$ cat src/rtl/ccd_pkg.sv
// Shared definitions for the linear-CCD frame timing path: state encoding and
// default timing constants so the ADC capture stage stays consistent.
package ccd_pkg;

  typedef enum logic [2:0] {
    ST_IDLE      = 3'd0,
    ST_ICG_LEAD  = 3'd1,
    ST_SH_PULSE  = 3'd2,
    ST_ICG_TRAIL = 3'd3,
    ST_READOUT   = 3'd4,
    ST_DONE      = 3'd5
  } ccd_state_t;

  localparam int DEF_NUM_PIXELS   = 3694;
  localparam int DEF_FM_PER_PIX   = 4;
  localparam int DEF_SAMPLE_PHASE = 2;
  localparam int DEF_T_ICG_LEAD   = 25;
  localparam int DEF_T_SH         = 100;
  localparam int DEF_T_ICG_TRAIL  = 50;
  localparam int DEF_FM_TIMEOUT   = 100;
  localparam int DEF_PIX_W        = 12;

  function automatic int ccd_max(input int a, input int b);
    return (a > b) ? a : b;
  endfunction

endpackage

$ cat src/rtl/ccd_edge_sync.sv
// Two-flop synchroniser for an asynchronous level, followed by a one-cycle
// rising-edge pulse taken from the synchronised copy.
module ccd_edge_sync (
  input  logic clk,
  input  logic rst,
  input  logic d_async,
  output logic rise_pulse
);

  // [0] first sync stage, [1] second sync stage, [2] previous synchronised value
  logic [2:0] pipe_q;
  logic [2:0] pipe_d;

  // shift the async level through the synchroniser chain
  always_comb begin
    pipe_d = {pipe_q[1:0], d_async};
  end

  // synchroniser and edge-history registers
  always_ff @(posedge clk or posedge rst) begin
    if (rst) begin
      pipe_q <= 3'b000;
    end else begin
      pipe_q <= pipe_d;
    end
  end

  assign rise_pulse = pipe_q[1] & ~pipe_q[2];

endmodule

$ cat src/rtl/ccd_frame_timing.sv
// Linear-CCD frame sequencer: ICG/SH transfer window with fixed clk_50m timing,
// then a ccd_master-paced readout issuing one ADC strobe per pixel.
module ccd_frame_timing
  import ccd_pkg::*;
#(
  parameter int NUM_PIXELS   = DEF_NUM_PIXELS,
  parameter int FM_PER_PIX   = DEF_FM_PER_PIX,
  parameter int SAMPLE_PHASE = DEF_SAMPLE_PHASE,
  parameter int T_ICG_LEAD   = DEF_T_ICG_LEAD,
  parameter int T_SH         = DEF_T_SH,
  parameter int T_ICG_TRAIL  = DEF_T_ICG_TRAIL,
  parameter int FM_TIMEOUT   = DEF_FM_TIMEOUT,
  parameter int PIX_W        = DEF_PIX_W
) (
  input  logic             clk_50m,
  input  logic             rst,
  input  logic             ccd_master,
  input  logic             start,
  input  logic             abort,
  output logic             ccd_sh,
  output logic             ccd_icg,
  output logic             adc_strobe,
  output logic [PIX_W-1:0] pixel_index,
  output logic             busy,
  output logic             frame_done,
  output logic             fm_err
);

  localparam int CNT_MAX = ccd_max(ccd_max(T_ICG_LEAD, T_SH), ccd_max(T_ICG_TRAIL, FM_TIMEOUT));
  localparam int CNT_W   = $clog2(CNT_MAX) + 1;
  localparam int PH_W    = $clog2(FM_PER_PIX) + 1;

  logic fm_tick;

  ccd_state_t       state_q, state_d;
  logic [CNT_W-1:0] cnt_q, cnt_d;
  logic [PH_W-1:0]  phase_q, phase_d;
  logic [PIX_W-1:0] pixel_q, pixel_d;
  logic             sh_q, sh_d;
  logic             icg_q, icg_d;
  logic             strobe_q, strobe_d;
  logic             busy_q, busy_d;
  logic             done_q, done_d;
  logic             err_q, err_d;

  ccd_edge_sync u_fm_sync (
    .clk        (clk_50m),
    .rst        (rst),
    .d_async    (ccd_master),
    .rise_pulse (fm_tick)
  );

  // next-state, counters and next output values
  always_comb begin
    state_d  = state_q;
    cnt_d    = cnt_q;
    phase_d  = phase_q;
    pixel_d  = pixel_q;
    err_d    = err_q;
    strobe_d = 1'b0;

    if (abort && (state_q != ST_IDLE)) begin
      state_d = ST_IDLE;
    end else begin
      case (state_q)
        ST_IDLE: begin
          // abort also wins over a simultaneous start while idle
          if (start && !abort) begin
            state_d = ST_ICG_LEAD;
            cnt_d   = {CNT_W{1'b0}};
            err_d   = 1'b0;
          end else begin
            state_d = ST_IDLE;
          end
        end
        ST_ICG_LEAD: begin
          if (cnt_q == CNT_W'(T_ICG_LEAD - 1)) begin
            state_d = ST_SH_PULSE;
            cnt_d   = {CNT_W{1'b0}};
          end else begin
            cnt_d = cnt_q + CNT_W'(1);
          end
        end
        ST_SH_PULSE: begin
          if (cnt_q == CNT_W'(T_SH - 1)) begin
            state_d = ST_ICG_TRAIL;
            cnt_d   = {CNT_W{1'b0}};
          end else begin
            cnt_d = cnt_q + CNT_W'(1);
          end
        end
        ST_ICG_TRAIL: begin
          if (cnt_q == CNT_W'(T_ICG_TRAIL - 1)) begin
            state_d = ST_READOUT;
            cnt_d   = {CNT_W{1'b0}};
            phase_d = {PH_W{1'b0}};
            pixel_d = {PIX_W{1'b0}};
          end else begin
            cnt_d = cnt_q + CNT_W'(1);
          end
        end
        ST_READOUT: begin
          // cnt_q doubles as the ccd_master stall watchdog here
          if (fm_tick) begin
            cnt_d    = {CNT_W{1'b0}};
            strobe_d = (phase_q == PH_W'(SAMPLE_PHASE));
            if (phase_q == PH_W'(FM_PER_PIX - 1)) begin
              phase_d = {PH_W{1'b0}};
              if (pixel_q == PIX_W'(NUM_PIXELS - 1)) begin
                state_d = ST_DONE;
              end else begin
                pixel_d = pixel_q + PIX_W'(1);
              end
            end else begin
              phase_d = phase_q + PH_W'(1);
            end
          end else if (cnt_q == CNT_W'(FM_TIMEOUT - 1)) begin
            err_d   = 1'b1;
            state_d = ST_IDLE;
          end else begin
            cnt_d = cnt_q + CNT_W'(1);
          end
        end
        ST_DONE: begin
          state_d = ST_IDLE;
        end
        default: begin
          state_d = ST_IDLE;
        end
      endcase
    end

    // outputs follow the state being entered so they stay aligned with it
    sh_d   = (state_d == ST_SH_PULSE);
    icg_d  = !((state_d == ST_ICG_LEAD) || (state_d == ST_SH_PULSE) || (state_d == ST_ICG_TRAIL));
    busy_d = (state_d != ST_IDLE);
    done_d = (state_d == ST_DONE);
  end

  // state, counters and registered outputs
  always_ff @(posedge clk_50m or posedge rst) begin
    if (rst) begin
      state_q  <= ST_IDLE;
      cnt_q    <= {CNT_W{1'b0}};
      phase_q  <= {PH_W{1'b0}};
      pixel_q  <= {PIX_W{1'b0}};
      sh_q     <= 1'b0;
      icg_q    <= 1'b1;
      strobe_q <= 1'b0;
      busy_q   <= 1'b0;
      done_q   <= 1'b0;
      err_q    <= 1'b0;
    end else begin
      state_q  <= state_d;
      cnt_q    <= cnt_d;
      phase_q  <= phase_d;
      pixel_q  <= pixel_d;
      sh_q     <= sh_d;
      icg_q    <= icg_d;
      strobe_q <= strobe_d;
      busy_q   <= busy_d;
      done_q   <= done_d;
      err_q    <= err_d;
    end
  end

  assign ccd_sh      = sh_q;
  assign ccd_icg     = icg_q;
  assign adc_strobe  = strobe_q;
  assign pixel_index = pixel_q;
  assign busy        = busy_q;
  assign frame_done  = done_q;
  assign fm_err      = err_q;

endmodule
$ cat config.mk
export PLATFORM = sky130hd
export DESIGN_NAME = ccd_frame_timing
export DESIGN_NICKNAME = d
export VERILOG_FILES = /design/src/rtl/ccd_pkg.sv /design/src/rtl/ccd_edge_sync.sv /design/src/rtl/ccd_frame_timing.sv
export SDC_FILE = /design/constraint.sdc
export NUM_CORES = 1
export LEC_CHECK = 0
export BUFFER_PORTS_ARGS = -buffer_cell sky130_fd_sc_hd__buf_2
export CAP_MARGIN = 15
export CORE_ASPECT_RATIO = 0.7
export CORE_MARGIN = 2
export CORE_UTILIZATION = 57
export CTS_CLUSTER_DIAMETER = 40
export CTS_CLUSTER_SIZE = 12
export DETAILED_ROUTE_END_ITERATION = 16
export PLACE_DENSITY_LB_ADDON = 0.3
export SETUP_SLACK_MARGIN = 0.2
export SYNTH_ARGS = -nofsm -noshare
export SYNTH_HDL_FRONTEND = slang
export SYNTH_SLANG_ARGS = --single-unit
$ cat constraint.sdc
create_clock -name clk_50m -period 2.66 [get_ports clk_50m]
set_clock_uncertainty 0.15 [all_clocks]
set_input_delay 0 -clock clk_50m [delete_from_list [all_inputs] [get_ports clk_50m]]
set_output_delay 0 -clock clk_50m [all_outputs]
set_load 0.01 [all_outputs]
Yosys cells after proc, flatten, opt, wreduce, memory -nomap -nowiden
Index checks and enable logic that the tools add are counted.
{"block": "word_totals", "reg_bits": 35, "out_inout_bits": 18}
{"block": "op_classes", "n_bitwise": 3, "n_addsub": 3, "muxes": 33, "reduce_logical": 16, "n_eq_ne": 22}
{"operator": "$mux W12", "count": 4}
{"operator": "$mux W8", "count": 6}
{"operator": "$pmux W8 S5", "count": 1}
{"operator": "$mux W3", "count": 11}
{"operator": "$pmux W12 S2", "count": 1}
{"operator": "$eq A3 B2 Y1 const B", "count": 6}
{"operator": "$pmux W3 S5", "count": 1}
{"operator": "$ne A2 B2 Y1 const B", "count": 7}
{"operator": "$add A12 B1 Y12 const B", "count": 1}
{"operator": "$eq A12 B12 Y1 const B", "count": 1}
{"operator": "$add A8 B1 Y8 const B", "count": 1}
{"operator": "$eq A8 B5 Y1 const B", "count": 1}
{"operator": "$eq A8 B6 Y1 const B", "count": 1}
{"operator": "$eq A8 B7 Y1 const B", "count": 1}
{"operator": "$reduce_and A4 Y1", "count": 2}
{"operator": "$mux W1", "count": 7}
{"operator": "$eq A3 B1 Y1 const B", "count": 2}
{"operator": "$eq A3 B3 Y1 const B", "count": 2}
{"operator": "$pmux W3 S2", "count": 1}
{"operator": "$reduce_and A6 Y1", "count": 1}
{"operator": "$reduce_bool A3 Y1", "count": 2}
{"operator": "$reduce_and A5 Y1", "count": 1}
{"operator": "$reduce_bool A5 Y1", "count": 1}
{"operator": "$reduce_bool A2 Y1", "count": 2}
{"operator": "other kinds (9)", "count": 13}

Logic depth before layout (Yosys ltp)
{"block": "logic_depth", "depth_word": 10, "depth_mapped": 7}

Modules after synthesis
A second synthesis with hierarchy kept.
{"block": "unflattened", "cells_unflattened": 218, "hier_area_um2": 2011.9}
{"mod": "ccd_frame_timing", "area_per_inst_um2": 1919.3, "cells_each": 213, "n_inst": 1}
{"mod": "ccd_edge_sync", "area_per_inst_um2": 92.6, "cells_each": 5, "n_inst": 1}

Worst setup path after synthesis
No wires, ideal clock.
{"block": "synth_path", "path_kind": "reg2reg", "start": "register cnt_q[0]", "end": "register cnt_q[3]", "path_slack_ns": 0.363, "t_arrival_ns": 2.008, "n_path_buf": 0, "stages_incl_launch_ff": 7, "required_ns": 2.371, "path_cell_list": "dfrtp_1 > ha_1 > or4b_4 > or3_1 > a22o_1 > nor2_2 > o221ai_1"}
{"block": "synth_between", "elab_chain_cells": 4, "word_cells_on_any_way": 12, "cone_classes": "add/sub: 1; eq/ne: 4; mux: 6; reduce/logical: 1"}
{"element": "from (decl)", "line_no": "ccd_frame_timing.sv:36", "text": "logic [CNT_W-1:0] cnt_q, cnt_d;"}
{"element": "from (signal assigned)", "line_no": "ccd_frame_timing.sv:144", "text": "cnt_q <= {CNT_W{1'b0}};"}
{"element": "from (signal assigned)", "line_no": "ccd_frame_timing.sv:155", "text": "cnt_q <= cnt_d;"}
{"element": "$add A8 B1 Y8"}
{"element": "$mux W8", "line_no": "ccd_frame_timing.sv:117", "text": "end else if (cnt_q == CNT_W'(FM_TIMEOUT - 1)) begin"}
{"element": "$mux W8", "line_no": "ccd_frame_timing.sv:104", "text": "if (fm_tick) begin"}
{"element": "$pmux W8 S5", "line_no": "ccd_frame_timing.sv:65", "text": "case (state_q)"}
Several ways; a longest one is shown, not always the timed one. The select of a mux whose other input is x is not followed.
A chain may end at the register's enable or synchronous reset.

Worst setup path in the final report
{"block": "layout_path", "start": "register cnt_q[7]", "end": "register cnt_q[3]"}
{"block": "layout_between", "elab_chain_cells": 3, "word_cells_on_any_way": 9, "cone_classes": "eq/ne: 4; mux: 4; reduce/logical: 1"}
{"element": "$eq A8 B6 Y1, or another cell as far along", "line_no": "ccd_frame_timing.sv:93", "text": "if (cnt_q == CNT_W'(T_ICG_TRAIL - 1)) begin"}
{"element": "$mux W8, or another cell as far along", "line_no": "ccd_frame_timing.sv:93"}
{"element": "$pmux W8 S5 / $reduce_and A4 Y1 (equally long branches)"}
Several ways; a longest one is shown, not always the timed one.

==> reports/summary.json <==
{
  "timing.fmax_ghz": 0.399,
  "synth_area_per_cell_um2": 9.57,
  "synth-seq-cells": 35,
  "gp_congestion": 0.947,
  "cpPeakStageDelay_ns": 0.61,
  "initial_core_util": 0.608,
  "cp_slowest_cell": "or4b_4",
  "die_h_um": 53.0,
  "m1WireLength_um": 2270,
  "maxCapViolCount": 0,
  "cts_root_buf": "clkbuf_8",
  "critPathKind": "reg2reg",
  "top_layer": "met4",
  "gate_family_responsible_for_the_most_delay_along_the_worst_path": "simple AND/OR/NAND/NOR gates",
  "horiz_die_dim_um": 73.9,
  "layout.nets": 255,
  "postLayoutCellArea_um2": 2420,
  "power.leakage_nw": 1.05,
  "fp-row-count": 17,
  "first_global_vias": 1529,
  "startpoint_of_the_worst_slack_reg_to_reg_timing_path": "cnt_q[7]",
  "min_period_ns": 2.50,
  "worst_ep_arrival_time_ns": 2.49,
  "synth.yosys.warnings": 0,
  "multi_input_logic_area_um2": 1090,
  "pin_count_of_the_biggest_net_entering_global_routing": 19,
  "cts.sink_count": 35,
  "number_of_remaining_drc_errors": 0,
  "place_hpwl_um": 3210,
  "ctsHtreeMaxLevel": 2,
  "post-layout-total-power_mw": 1.66,
  "final.fill_count": 199,
  "fin_setup_tns_ns": 0,
  "grt.total_usage": 0.262,
  "ys_top_cells_by_count": "dfrtp_1 (34), nand2_1 (21), nor2_1 (13), a21oi_1 (12), inv_1 (11)",
  "overflow": 0,
  "seq_area_um2": 878,
  "worst_slew_margin_rel": 0.552,
  "synth_area_um2": 1950,
  "number_of_antenna_violations_at_the_first_check_in_global_routing": 0,
  "list_of_cells_traversed_by_the_critical_path": "or4b_4 > or3_4 > a22o_4 > o211ai_1 > o221ai_1",
  "timing.critical_path.from": "cnt_q[7]",
  "tritoncts_clock_tree": "yes",
  "portBuffers": 22,
  "report.final.hold_viol_count": 0,
  "drt_first_iter_violations": 275,
  "total_die_area_um2": 3920,
  "synth-edff-count": 0,
  "worst_ep_required_time_ns": 2.65,
  "run_status": "completed",
  "synth.yosys.seq_area_share": 0.449,
  "yosys.area.top_type": "dfrtp_1",
  "numPlacedInstances": 272,
  "cts_buffer_depth": 2,
  "cts_buffers": 5,
  "transition_time_at_the_pin_with_the_least_slew_margin_ns": 0.671,
  "power_density_normalized_to_cell_area_nw_per_um2": 685,
  "routed_wl_um": 4850,
  "wl_met2_um": 2140,
  "post_route_cells_drive_above_1_share": 0.262,
  "critical_path.n_buffers_inverters": 0,
  "timing.final.crit_share": 0.942,
  "vias_per_cell": 6.15,
  "antenna_cells_inserted": 0,
  "yosysUniqueCellTypes": 54,
  "leading_cell_type_by_number_of_instances_after_synthesis": "dfrtp_1",
  "grt_setup_unrepaired": "yes",
  "hold-worst-slack_ns": 0.200,
  "dr.pass1.iters": 5,
  "timing.final.setup_violations": 0,
  "synthDominantCellAreaShare": 0.436,
  "synth-main-ff-cell": "dfrtp_1",
  "grt_first_pass_wirelength_um": 7520,
  "area_growth_syn_to_layout_pct": 23.9,
  "synthTopCellsByArea": "dfrtp_1 (44%), ha_1 (4.5%), nand2_1 (4.0%)",
  "route.vias.total": 1790,
  "crit_path_max_fanout": 8,
  "clock_insertion_delay_worst_skew_ns": 0.28,
  "met3RoutedLength_um": 354,
  "route.antenna.remaining_nets": 0,
  "postPlaceCellArea_um2": 2130,
  "cp-end-kind": "flip-flop",
  "synthesis.nets": 216,
  "design.core.area_um2": 3210,
  "holdCritPathClass": "in2async",
  "cp-start-kind": "flip-flop",
  "synthCells": 204,
  "clk_transition_reported_paths_ns": 0.07,
  "report.final.slew_viol_count": 0,
  "ffs_w_async_s_r_synth": 1.00,
  "vdd_drop_max_v": 0.000488,
  "instances_no_fill": 291,
  "routed_wire_length_per_instance_um": 16.7,
  "boundaryPins": 23
}
## routing by layer
layer | vias up | track usage
met5 | - | 0
met3 | 13 | 0.0590
met4 | 0 | 0.0848
li1 | 840 | -
met1 | 854 | 0.399
met2 | 83 | 0.365
## power by group
group	total, mW	switching (mW)	internal [mW]	leakage [nW]
sequential	0.730	0.121	0.609	0.459
clock	0.415	0.179	0.236	0.0515
combinational	0.510	0.302	0.208	0.544
## worst paths after layout
check	endpoint	slack, ns	cells past startpoint
setup / recovery	cnt_q[3]	0.16	5
hold / removal	pixel_index[7]	0.20	3
setup reg to reg	cnt_q[3]	0.16	5
hold reg to reg	u_fm_sync.pipe_q[1]	0.20	0
max in group asynchronous	ccd_icg	1.41	4
min in group clk_50m	u_fm_sync.pipe_q[1]	0.20	0
## worst reg2reg max path: cells and delay by family, from the launching register on
kind            cells  cell delay, ns
compound gates      3            0.73
flops               1            0.47
simple gates        2            1.01
## stage by stage
step / setup WS [ns] / utilization
2_1_floorplan: 0.363 / -
3_3_place_gp: 0.161 / 0.663
3_5_place_dp: 0.0842 / 0.663
4_1_cts: 0.216 / 0.716
5_1_grt: 0.0743 / 0.753
6_report: 0.155 / 0.753
## sequential cells by signal, summed over array words and instances (netlist names)
register          flops
state_q               3
u_fm_sync.pipe_q      3
fm_err                1
pixel_index          12
cnt_q                 8
frame_done            1
phase_q               3
ccd_icg               1
ccd_sh                1
adc_strobe            1
busy                  1
## layout make-up
type                    instances  share of cell area
repair buffers                 39               0.102
well taps                      47              0.0243
flip-flops and latches         35               0.363
inverters                      12              0.0197
clock buffers                   8              0.0414
multi-input cells             150               0.449
## layout by cell type, fill, tap and decap left out, types with 2 or more instances in the layout
| cell type | instances |
|---|---|
| dfrtp_1 | 33 |
| buf_2 | 22 |
| nand2_1 | 21 |
| nor2_1 | 13 |
| buf_4 | 13 |
| inv_1 | 11 |
| a21oi_1 | 11 |
| nand3_1 | 10 |
| o211ai_1 | 8 |
| o21ai_0 | 8 |
| clkbuf_8 | 7 |
| o31ai_1 | 6 |
| or3_1 | 6 |
| ha_1 | 6 |
| nor2b_1 | 4 |
| dlygate4sd3_1 | 4 |
| nor3_1 | 3 |
| nand4b_1 | 3 |
| or4_1 | 3 |
| o221ai_1 | 3 |
| nand2b_1 | 2 |
| nand4_1 | 2 |
| nor3_2 | 2 |
| xnor2_1 | 2 |
| o21a_1 | 2 |
| o22ai_1 | 2 |
## repair_timing
item / in CTS / in global routing
buffers inserted: 1 / 6
hold endpoints to repair: 19 / 0
pin swaps: 0 / 8
hold buffers: 4 / 0
gates resized for setup: 5 / 14
endpoints found under the setup margin: 8 / 17
## logic make-up after synthesis
family | synth area share
compound gates | 0.201
xor+xnor | 0.00898
fa+ha+maj | 0.0449
buf+inv | 0.0417
flops | 0.449
simple gates | 0.254
Note: power is estimated with default switching activity, not from simulation.
